<file path="config.mk">
export PLATFORM = sky130hd
export DESIGN_NAME = pipe_stage_reg
export DESIGN_NICKNAME = d
export VERILOG_FILES = /design/src/rtl/pipe_stage_reg_pkg.sv /design/src/rtl/pipe_stage_reg.sv
export SDC_FILE = /design/constraint.sdc
export NUM_CORES = 1
export LEC_CHECK = 0
export CAP_MARGIN = 0
export CELL_PAD_IN_SITES_DETAIL_PLACEMENT = 1
export CELL_PAD_IN_SITES_GLOBAL_PLACEMENT = 2
export CORE_UTILIZATION = 32
export CTS_CLUSTER_DIAMETER = 200
export DETAILED_ROUTE_END_ITERATION = 10
export GPL_TIMING_DRIVEN = 0
export PLACE_DENSITY = 0.8
export SYNTH_ARGS = -nofsm -noshare
export SYNTH_HDL_FRONTEND = slang
export SYNTH_SLANG_ARGS = --single-unit
</file>
<file path="constraint.sdc">
create_clock -name clk -period 5 [get_ports clk]
set_clock_uncertainty 0.15 [all_clocks]
set_input_delay 1 -clock clk [delete_from_list [all_inputs] [get_ports clk]]
set_output_delay 1 -clock clk [all_outputs]
set_load 0.005 [all_outputs]
</file>
<file path="src/rtl/pipe_stage_reg_pkg.sv">
// Shared core defines: hart id width, NOP/bubble payload encodings and the
// per-stage payload pack/unpack helpers used at each pipe_stage_reg boundary.
// Latency: n/a (types, constants and pure functions only).
// Backpressure: n/a.
package pipe_stage_reg_pkg;

  // Hart configuration shared by every stage boundary.
  localparam int unsigned CORE_HART_ID_W = 2;
  localparam int unsigned CORE_NUM_HARTS = 1 << CORE_HART_ID_W;

  // Default stage payload width and drop counter width.
  localparam int unsigned PSR_DATA_W_DEF = 128;
  localparam int unsigned PSR_CNT_W_DEF  = 8;

  // Canonical NOP instruction (addi x0, x0, 0).
  localparam logic [31:0] CORE_NOP_INSN = 32'h0000_0013;

  // Source selector for loading a slot of the stage register.
  typedef enum logic [1:0] {
    SRC_NONE = 2'd0,  // slot becomes empty (bubble)
    SRC_MAIN = 2'd1,  // take the current main slot
    SRC_SKID = 2'd2,  // take the current skid slot
    SRC_IN   = 2'd3   // take the incoming entry
  } slot_src_e;

  // IF->ID stage bundle (128 bits).
  typedef struct packed {
    logic [31:0] pc;
    logic [31:0] insn;
    logic [31:0] pred_target;
    logic [30:0] rsvd;
    logic        pred_taken;
  } if_id_pld_t;

  // ID->EX stage bundle (128 bits).
  typedef struct packed {
    logic [31:0] pc;
    logic [31:0] insn;
    logic [31:0] rs1_val;
    logic [31:0] rs2_val;
  } id_ex_pld_t;

  // NOP encodings used as BUBBLE at each boundary: the payload carries a
  // real NOP so a bubble that leaks downstream is architecturally harmless.
  localparam if_id_pld_t IF_ID_NOP = '{pc: '0, insn: CORE_NOP_INSN,
                                       pred_target: '0, rsvd: '0,
                                       pred_taken: 1'b0};
  localparam id_ex_pld_t ID_EX_NOP = '{pc: '0, insn: CORE_NOP_INSN,
                                       rs1_val: '0, rs2_val: '0};

  function automatic logic [PSR_DATA_W_DEF-1:0] if_id_pack(input if_id_pld_t p);
    return p;
  endfunction

  function automatic if_id_pld_t if_id_unpack(input logic [PSR_DATA_W_DEF-1:0] d);
    return if_id_pld_t'(d);
  endfunction

  function automatic logic [PSR_DATA_W_DEF-1:0] id_ex_pack(input id_ex_pld_t p);
    return p;
  endfunction

  function automatic id_ex_pld_t id_ex_unpack(input logic [PSR_DATA_W_DEF-1:0] d);
    return id_ex_pld_t'(d);
  endfunction

endpackage

</file>
<file path="src/rtl/pipe_stage_reg.sv">
// Hart-aware pipeline stage register: main slot + skid slot, per-hart kill,
// global flush and a saturating kill/drop counter.
// Latency: 1 cycle push->out_valid; 1 entry/cycle throughput while out_ready.
// Backpressure: in_ready = ~skid_valid & ~reset, registered-only (no
// out_ready->in_ready path); the skid slot absorbs the one in-flight entry.
//
// Ports:
//   clk, reset            clock, synchronous active-high reset
//   in_valid/in_ready     upstream handshake; in_hart_id, in_data payload
//   out_valid/out_ready   downstream handshake; out_hart_id, out_data payload
//   flush                 drop every entry (slots and incoming), not counted
//   kill_mask             per-hart invalidate of slots and incoming entry
//   hart_pending          per-hart "has a valid slot" decode
//   drop_cnt, drop_clr    saturating count of killed entries, sync clear
module pipe_stage_reg
  import pipe_stage_reg_pkg::*;
#(
  parameter int unsigned         DATA_W    = PSR_DATA_W_DEF,
  parameter int unsigned         HART_ID_W = CORE_HART_ID_W,
  parameter logic [DATA_W-1:0]   BUBBLE    = {DATA_W{1'b0}},
  parameter int unsigned         CNT_W     = PSR_CNT_W_DEF,
  localparam int unsigned        NUM_HARTS = 1 << HART_ID_W
) (
  input  logic                 clk,
  input  logic                 reset,

  input  logic                 in_valid,
  output logic                 in_ready,
  input  logic [HART_ID_W-1:0] in_hart_id,
  input  logic [DATA_W-1:0]    in_data,

  output logic                 out_valid,
  input  logic                 out_ready,
  output logic [HART_ID_W-1:0] out_hart_id,
  output logic [DATA_W-1:0]    out_data,

  input  logic                 flush,
  input  logic [NUM_HARTS-1:0] kill_mask,
  output logic [NUM_HARTS-1:0] hart_pending,

  output logic [CNT_W-1:0]     drop_cnt,
  input  logic                 drop_clr
);

  // ---------------------------------------------------------------------
  // Slot state
  // ---------------------------------------------------------------------
  logic                 main_vld_q,  main_vld_d;
  logic [HART_ID_W-1:0] main_hart_q, main_hart_d;
  logic [DATA_W-1:0]    main_dat_q,  main_dat_d;

  logic                 skid_vld_q,  skid_vld_d;
  logic [HART_ID_W-1:0] skid_hart_q, skid_hart_d;
  logic [DATA_W-1:0]    skid_dat_q,  skid_dat_d;

  logic [CNT_W-1:0]     drop_cnt_q,  drop_cnt_d;

  // ---------------------------------------------------------------------
  // Kill counter: add 0..3 killed entries, saturating at all-ones.
  // Two guard bits so even CNT_W=1 cannot wrap before the compare.
  // ---------------------------------------------------------------------
  function automatic logic [CNT_W-1:0] add_kills_sat(
    input logic [CNT_W-1:0] cnt,
    input logic [2:0]       kills
  );
    logic [CNT_W+1:0] sum;
    sum = {2'b00, cnt}
        + (CNT_W+2)'(kills[0])
        + (CNT_W+2)'(kills[1])
        + (CNT_W+2)'(kills[2]);
    if (sum > {2'b00, {CNT_W{1'b1}}}) begin
      add_kills_sat = {CNT_W{1'b1}};
    end else begin
      add_kills_sat = sum[CNT_W-1:0];
    end
  endfunction

  // ---------------------------------------------------------------------
  // Handshake and kill qualification
  // ---------------------------------------------------------------------
  logic push, pop;
  logic main_kill, skid_kill, in_kill;
  logic main_keep, skid_keep, in_keep;

  // Only registered state (plus reset) feeds in_ready.
  assign in_ready = ~skid_vld_q & ~reset;

  assign push = in_valid & in_ready;
  assign pop  = main_vld_q & out_ready;

  assign main_kill = main_vld_q & kill_mask[main_hart_q];
  assign skid_kill = skid_vld_q & kill_mask[skid_hart_q];
  assign in_kill   = push & kill_mask[in_hart_id];

  // A killed main entry leaves regardless of pop, so a pop that coincides
  // with the kill is effectively ignored (nothing delivered).
  assign main_keep = main_vld_q & ~main_kill & ~pop;
  assign skid_keep = skid_vld_q & ~skid_kill;
  assign in_keep   = push & ~in_kill;

  // ---------------------------------------------------------------------
  // Slot source selection. Survivors are compacted in program order
  // (main, skid, incoming) into main then skid. At most two survive,
  // because a push is only possible while skid is empty.
  // ---------------------------------------------------------------------
  slot_src_e main_src, skid_src;

  always_comb begin
    main_src = SRC_NONE;
    skid_src = SRC_NONE;
    if (!flush) begin
      if (main_keep) begin
        main_src = SRC_MAIN;
      end else if (skid_keep) begin
        main_src = SRC_SKID;
      end else if (in_keep) begin
        main_src = SRC_IN;
      end

      if (main_keep && skid_keep) begin
        skid_src = SRC_SKID;
      end else if ((main_keep || skid_keep) && in_keep) begin
        skid_src = SRC_IN;
      end
    end
  end

  // ---------------------------------------------------------------------
  // Slot next-state muxes. An empty slot is always loaded with BUBBLE and
  // hart 0 so a flushed/killed slot never exposes stale payload.
  // ---------------------------------------------------------------------
  always_comb begin
    main_vld_d  = 1'b0;
    main_hart_d = '0;
    main_dat_d  = BUBBLE;
    case (main_src)
      SRC_MAIN: begin
        main_vld_d  = 1'b1;
        main_hart_d = main_hart_q;
        main_dat_d  = main_dat_q;
      end
      SRC_SKID: begin
        main_vld_d  = 1'b1;
        main_hart_d = skid_hart_q;
        main_dat_d  = skid_dat_q;
      end
      SRC_IN: begin
        main_vld_d  = 1'b1;
        main_hart_d = in_hart_id;
        main_dat_d  = in_data;
      end
      default: begin
        main_vld_d  = 1'b0;
        main_hart_d = '0;
        main_dat_d  = BUBBLE;
      end
    endcase
  end

  always_comb begin
    skid_vld_d  = 1'b0;
    skid_hart_d = '0;
    skid_dat_d  = BUBBLE;
    case (skid_src)
      SRC_SKID: begin
        skid_vld_d  = 1'b1;
        skid_hart_d = skid_hart_q;
        skid_dat_d  = skid_dat_q;
      end
      SRC_IN: begin
        skid_vld_d  = 1'b1;
        skid_hart_d = in_hart_id;
        skid_dat_d  = in_data;
      end
      default: begin
        skid_vld_d  = 1'b0;
        skid_hart_d = '0;
        skid_dat_d  = BUBBLE;
      end
    endcase
  end

  // ---------------------------------------------------------------------
  // Drop counter. Flushed entries are not counted; clear beats increment.
  // ---------------------------------------------------------------------
  always_comb begin
    drop_cnt_d = drop_cnt_q;
    if (drop_clr) begin
      drop_cnt_d = '0;
    end else if (!flush) begin
      drop_cnt_d = add_kills_sat(drop_cnt_q, {in_kill, skid_kill, main_kill});
    end
  end

  // ---------------------------------------------------------------------
  // Registers
  // ---------------------------------------------------------------------
  always_ff @(posedge clk) begin
    if (reset) begin
      main_vld_q  <= 1'b0;
      main_hart_q <= '0;
      main_dat_q  <= BUBBLE;
      skid_vld_q  <= 1'b0;
      skid_hart_q <= '0;
      skid_dat_q  <= BUBBLE;
      drop_cnt_q  <= '0;
    end else begin
      main_vld_q  <= main_vld_d;
      main_hart_q <= main_hart_d;
      main_dat_q  <= main_dat_d;
      skid_vld_q  <= skid_vld_d;
      skid_hart_q <= skid_hart_d;
      skid_dat_q  <= skid_dat_d;
      drop_cnt_q  <= drop_cnt_d;
    end
  end

  // ---------------------------------------------------------------------
  // Outputs
  // ---------------------------------------------------------------------
  assign out_valid   = main_vld_q;
  assign out_hart_id = main_hart_q;
  assign out_data    = main_dat_q;
  assign drop_cnt    = drop_cnt_q;

  always_comb begin
    hart_pending = '0;
    if (main_vld_q) hart_pending[main_hart_q] = 1'b1;
    if (skid_vld_q) hart_pending[skid_hart_q] = 1'b1;
  end

endmodule

</file>
# Yosys cells after proc, flatten, opt, wreduce, memory -nomap -nowiden
# Cells that the tools add are included.
[totals]
regBits = 270
input_bits = 140
output_inout_bits = 144
wordCells = 72
[op_classes]
n_addsub = 3
magnitude_cmp = 6
n_eq_ne = 5
mux = 26
bitwise = 17
reduce_logical = 8
[op_table]
columns = ["operator", "count"]
rows = [
  ["128-bit case mux with 3 select lines", 1],
  ["128-bit case mux with 2 select lines", 1],
  ["2-bit two-way mux", 7],
  ["10-bit by 1-bit adder with 10-bit output", 1],
  ["9-bit by 1-bit adder with 10-bit output", 1],
  ["1-bit AND", 10],
  ["10-bit by 8-bit > comparator with 1-bit output (second input constant)", 1],
  ["8-bit by 1-bit adder with 9-bit output", 1],
  ["2-bit by 3-bit less-than comparator with 1-bit output (second input constant)", 3],
  ["2-bit == test (second input constant)", 4],
  ["4-bit two-way mux", 2],
  ["8-bit two-way mux", 1],
  ["1-bit two-way mux", 7],
  ["1-bit binary-select mux with 2-bit select", 3],
  ["1-bit inverter", 6],
  ["2-bit case mux with 3 select lines", 1],
  ["1-bit demux with 2-bit select", 2],
  ["2-bit by 1-bit >= comparator with 1-bit output (second input constant)", 2],
  ["1-bit logical AND", 4],
  ["4-bit OR", 1],
  ["2-bit case mux with 2 select lines", 1],
  ["2-bit OR reduction", 2],
  ["3-bit OR reduction", 1],
  ["2-bit by 1-bit == test with 1-bit output (second input constant)", 1],
  ["1-bit logical OR", 1],
]

# Depth between registers and ports, before layout
[depth]
word_depth = 14
ltp_mapped = 12
mapped_depth_nobuf = 11

# Least setup slack after synthesis
# No wires, ideal clock.
[synth_timing]
path_kind = "input port to flip-flop"
startpoint = "input in_hart_id[0]"
endpoint = "register drop_cnt_q[5] (netlist: drop_cnt[5])"
setup_ns = 0.078
arrival_time_ns = 3.660
t_required_ns = 4.772
path_slack_ns = 1.113
path_stages = 10
path_buffers = 0
path_cell_list = "mux4_2 -> and3_1 -> fa_1 -> ha_1 -> inv_1 -> fa_1 -> and4bb_1 -> nand3_1 -> and4_1 -> nor3_1"
[synth_via]
elab_chain_len = 6
[synth_lines]
columns = ["item", "line", "source"]
rows = [
  ["start: declaration", "pipe_stage_reg.sv:29", "input logic [HART_ID_W-1:0] in_hart_id,"],
  ["1-bit binary-select mux with 2-bit select *", "pipe_stage_reg.sv:93", "assign in_kill = push & kill_mask[in_hart_id];"],
  ["1-bit two-way mux (implied by the code) *", "pipe_stage_reg.sv:93", ""],
  ["1-bit AND *", "pipe_stage_reg.sv:93", ""],
  ["10-bit by 1-bit adder with 10-bit output *", "pipe_stage_reg.sv:70", "+ (CNT_W+2)'(kills[2]);"],
  ["10-bit by 8-bit > comparator with 1-bit output", "pipe_stage_reg.sv:71", "if (sum > {2'b00, {CNT_W{1'b1}}}) begin"],
  ["8-bit two-way mux *", "pipe_stage_reg.sv:71", ""],
  ["end signal: assignment", "pipe_stage_reg.sv:214", "drop_cnt_q <= drop_cnt_d;"],
  ["end: declaration", "pipe_stage_reg.sv:56", "logic [CNT_W-1:0] drop_cnt_q, drop_cnt_d;"],
]
# Every way passes the cells marked *; elsewhere a longest branch is shown, timed or not. The select of a mux whose other input is x is not followed.
# A chain may end at the register's enable or synchronous reset.

# Final worst setup path
[layout_timing]
startpoint = "input reset"
endpoint = "register drop_cnt_q[5] (netlist: drop_cnt[5])"
[layout_via]
elab_chain_len = 7
elab_cells_between_ends = 8
cone_classes = "1 x add/sub; 1 x order compare; 1 x mux; 4 x bitwise; 1 x reduce/logical"
[layout_lines]
columns = ["item", "line", "source"]
rows = [
  ["start: declaration", "pipe_stage_reg.sv:25", "input logic reset,"],
  ["1-bit inverter", "pipe_stage_reg.sv:86", "assign in_ready = ~skid_vld_q & ~reset;"],
  ["1-bit AND", "pipe_stage_reg.sv:86", ""],
  ["1-bit AND", "pipe_stage_reg.sv:88", "assign push = in_valid & in_ready;"],
  ["1-bit AND", "pipe_stage_reg.sv:93", ""],
  ["10-bit by 1-bit adder with 10-bit output", "pipe_stage_reg.sv:70", ""],
  ["10-bit by 8-bit > comparator with 1-bit output", "pipe_stage_reg.sv:71", ""],
  ["8-bit two-way mux", "pipe_stage_reg.sv:71", ""],
]
# Several ways; a longest one is shown, not always the timed one.

==> results.yml <==
critical_path:
  worstSetupPathType: "in2reg"
  crit_fanout: 10
  path_cells: "clkdlybuf4s50_1 > clkbuf_1 > nor2_1 > and3_1 > fa_1 > ha_1 > inv_1 > fa_1 > and4bb_1 > nand3_1 > and4_1 > nor3_1"
  critPathMaxStageDelay_ns: 0.73
  crit_path_frequent_cell: "fa_1"
  cp.arrival_ns: 4.99
  worstSetupStartpointType: "input port"
  cp-end-kind: "register"
  worstPathRequired_ns: 5.35
  cp_slowest_cell: "clkbuf_1"
logic_synthesis:
  netlist_instances: 1283
  synth_cell_types: 57
  synth_area_leader_cell: "dfxtp_1"
  synth_top_area_share_pct: 40.9
  synth_area_mm2: 0.0132
  ys_top_cells_by_area: "dfxtp_1 (41%), a221oi_2 (14%), nor3_2 (9.1%)"
  ys_ff_latch: 270
  synth_seq_area_share_pct: 40.9
  synth_area_per_cell_um2: 10.3
  synthFlopType: "dfxtp_1"
  synth_warnings: 0
  synth_nets: 1427
  synthArstFlopShare_pct: 0
  synth_edf_count: 0
clocking:
  cts_sinks: 270
  clkLatencyLatePin_ns: 0.58
  cts.clk_slew.worst_paths_ns: 0.06
  htreeDepth: 1
  root_buffer: "clkbuf_16"
  hold_buffers: 0
  cts_setup_buffers: 0
  cts_buffers: 31
  clock_path_buffers: 3
  cts_resized: 0
  cts_tree: "done"
final_layout:
  drive_gt1_share_pct: 27.2
  finalNetCount: 1743
  syn2layout_area_growth_pct: 34.1
drt:
  initialDrtViolationCount: 557
  routed.top_layer: "met5"
  route.detailed.drc: 0
  viasPerCell: 5.41
  drt-total-wl_mm: 47.5
  firstDrtPassIters: 5
  m1WireLength_mm: 21.8
  antenna_left: 0
  vias: 11700
  met2WireLength_mm: 22.8
  wl_met3_mm: 2.05
  routedWlPerCell_um: 22.0
pwr:
  intPower_mw: 3.61
  p_leak_nw: 6.09
  pwr_density_cell_mw_per_mm2: 270
  power.switching_mw: 1.16
  combPwrFrac_pct: 7.7
  pwr-share-seq_pct: 45.6
  peakVddDrop_v: 0.000226
  power_frac_clock_pct: 46.7
  swShare_pct: 24.4
sta:
  setup_tns_ns: 0
  setup_violations: 0
  maxSlewHeadroom_pct: 32.0
  hold_ws_ns: 0.318
  slew_violations: 0
  min_period_over_period_pct: 92.9
  period_minus_slack_ns: 4.64
  hold_viol: 0
  rsz0062_at_grt: "no"
  fmax_ghz: 0.215
  worst_pin_slew_ns: 1.02
worst_hold_path:
  min_path_type: "reg2reg"
floorplanning:
  rows: 74
  initial_core_util_pct: 32.4
  die_w_um: 205
  coreArea_mm2: 0.0407
  ios: 284
  die_height_um: 205
  dieArea_mm2: 0.0421
grt:
  grt_pass1_wl_mm: 72.2
  globalRouteTotalUtil_pct: 22.0
  antenna_found_initial: 4
  grt_pass1_vias: 12300
  grt_overflow: 0
  grt_max_degree: 16
run:
  maxCapViolations: 0
status:
  status: "completed"
placement:
  gp_congestion: 0.795
  hpwl_mm: 34.1
  port_buffers: 283
[cell usage after synthesis, drive strengths merged (2+ instances only)]
cell type    n
a21oi      139
nand3b       2
a221o        2
nand3      131
mux2         3
o211ai     129
and4bb       2
nor3       129
mux4         2
o21ai        2
inv          6
a221oi     128
xnor2        3
clkbuf      57
mux2i        4
o32ai        2
fa           2
ha           2
dfxtp      270
a211oi       2
and3         4
nor2       134
o211a        2
nand2b       2
buf        103
nand2        5
nor3b        2
[power groups by stage]
stage                     Combinational, mW  Sequential (mW)  Clock [mW]
final                                 0.369             2.18        2.23
after global placement                0.369             2.22           0
after detailed placement              0.370             2.22           0
after global routing                  0.392             2.18        2.37
after floorplan                       0.133             2.22           0
after CTS                             0.372             2.18        2.28
[logic make-up after synthesis]
family,after synthesis,synth area share (%)
fa+ha+maj,4,0.493
simple gates,419,19.9
mux,9,0.929
xor+xnor,3,0.199
compound gates,412,29.4
buf+inv,166,8.11
flops,270,40.9
[final timing paths]
check	startpoint	slack (ns)	cells past startpoint	to
worst min-delay path	skid_dat_q[57]	0.32	2	skid_dat_q[57]
worst max register to register	out_hart_id[0]	1.50	12	drop_cnt[5]
worst min register to register	skid_dat_q[57]	0.32	2	skid_dat_q[57]
worst max-delay path	reset	0.36	12	drop_cnt[5]
[cell usage in the layout, fill, tap and decap left out, types with 5 or more instances in the layout]
master           synthesis  routed
buf_4                   14      14
buf_2                   41      41
clkbuf_4                 8       8
o211ai_2                30      30
clkinv_2                 0      13
clkbuf_16                0      31
a221oi_1                 8       8
inv_1                    6       6
nand3_1                131     131
clkdlybuf4s50_1          0     283
o211ai_1                99      99
clkbuf_1                49      52
buf_6                   18      18
buf_12                  11      11
nor2_1                 132     132
nor3_2                 120     120
a221oi_2               120     120
buf_1                   19      19
a21oi_2                 13      13
a21oi_1                126     126
nand2_1                  5       5
clkbuf_8                 0       9
nor3_1                   8       8
dfxtp_1                270     270
[layer usage]
| layer | global-route usage, % | up-vias |
|---|---|---|
| met3 | 3.05 | 54 |
| li1 | - | 5521 |
| met2 | 36.6 | 262 |
| met5 | 0 | - |
| met1 | 29.5 | 5831 |
| met4 | 5.87 | 2 |
[layout make-up]
cell class,instances,area [um2]
diodes,3,7.51
clock inverters,15,82.6
inverters,6,22.5
well taps,532,666
flip-flops and latches,270,5410
fillers,4579,23000
repair buffers,283,2830
multi-input cells,847,6730
plain buffers,160,1050
clock buffers,43,911
[critical path: cells and delay by family]
kind	cells	cell delay, ns
buf+inv	3	1.35
simple gates	6	1.61
fa+ha+maj	3	1.03
[flip-flops by register name, summed over array words and instances (netlist names)]
| signal | cells |
|---|---|
| skid_hart_q | 2 |
| drop_cnt | 8 |
| skid_dat_q | 128 |
| skid_vld_q | 1 |
| out_data | 128 |
| out_valid | 1 |
| out_hart_id | 2 |
[through the flow]
step	worst slack, ns	instance area (um2)	std cells	util (%)	power [mW]
floorplan	1.11	13200	1283	-	2.36
global placement	-0.203	16700	2098	41.0	2.59
detailed placement	-0.246	16700	2098	41.0	2.59
CTS	0.330	17700	2156	43.4	4.83
global route	0.212	17700	2159	43.4	4.93
finish	0.356	17700	2159	43.4	4.77
Note: power is estimated with default switching activity, not from simulation.
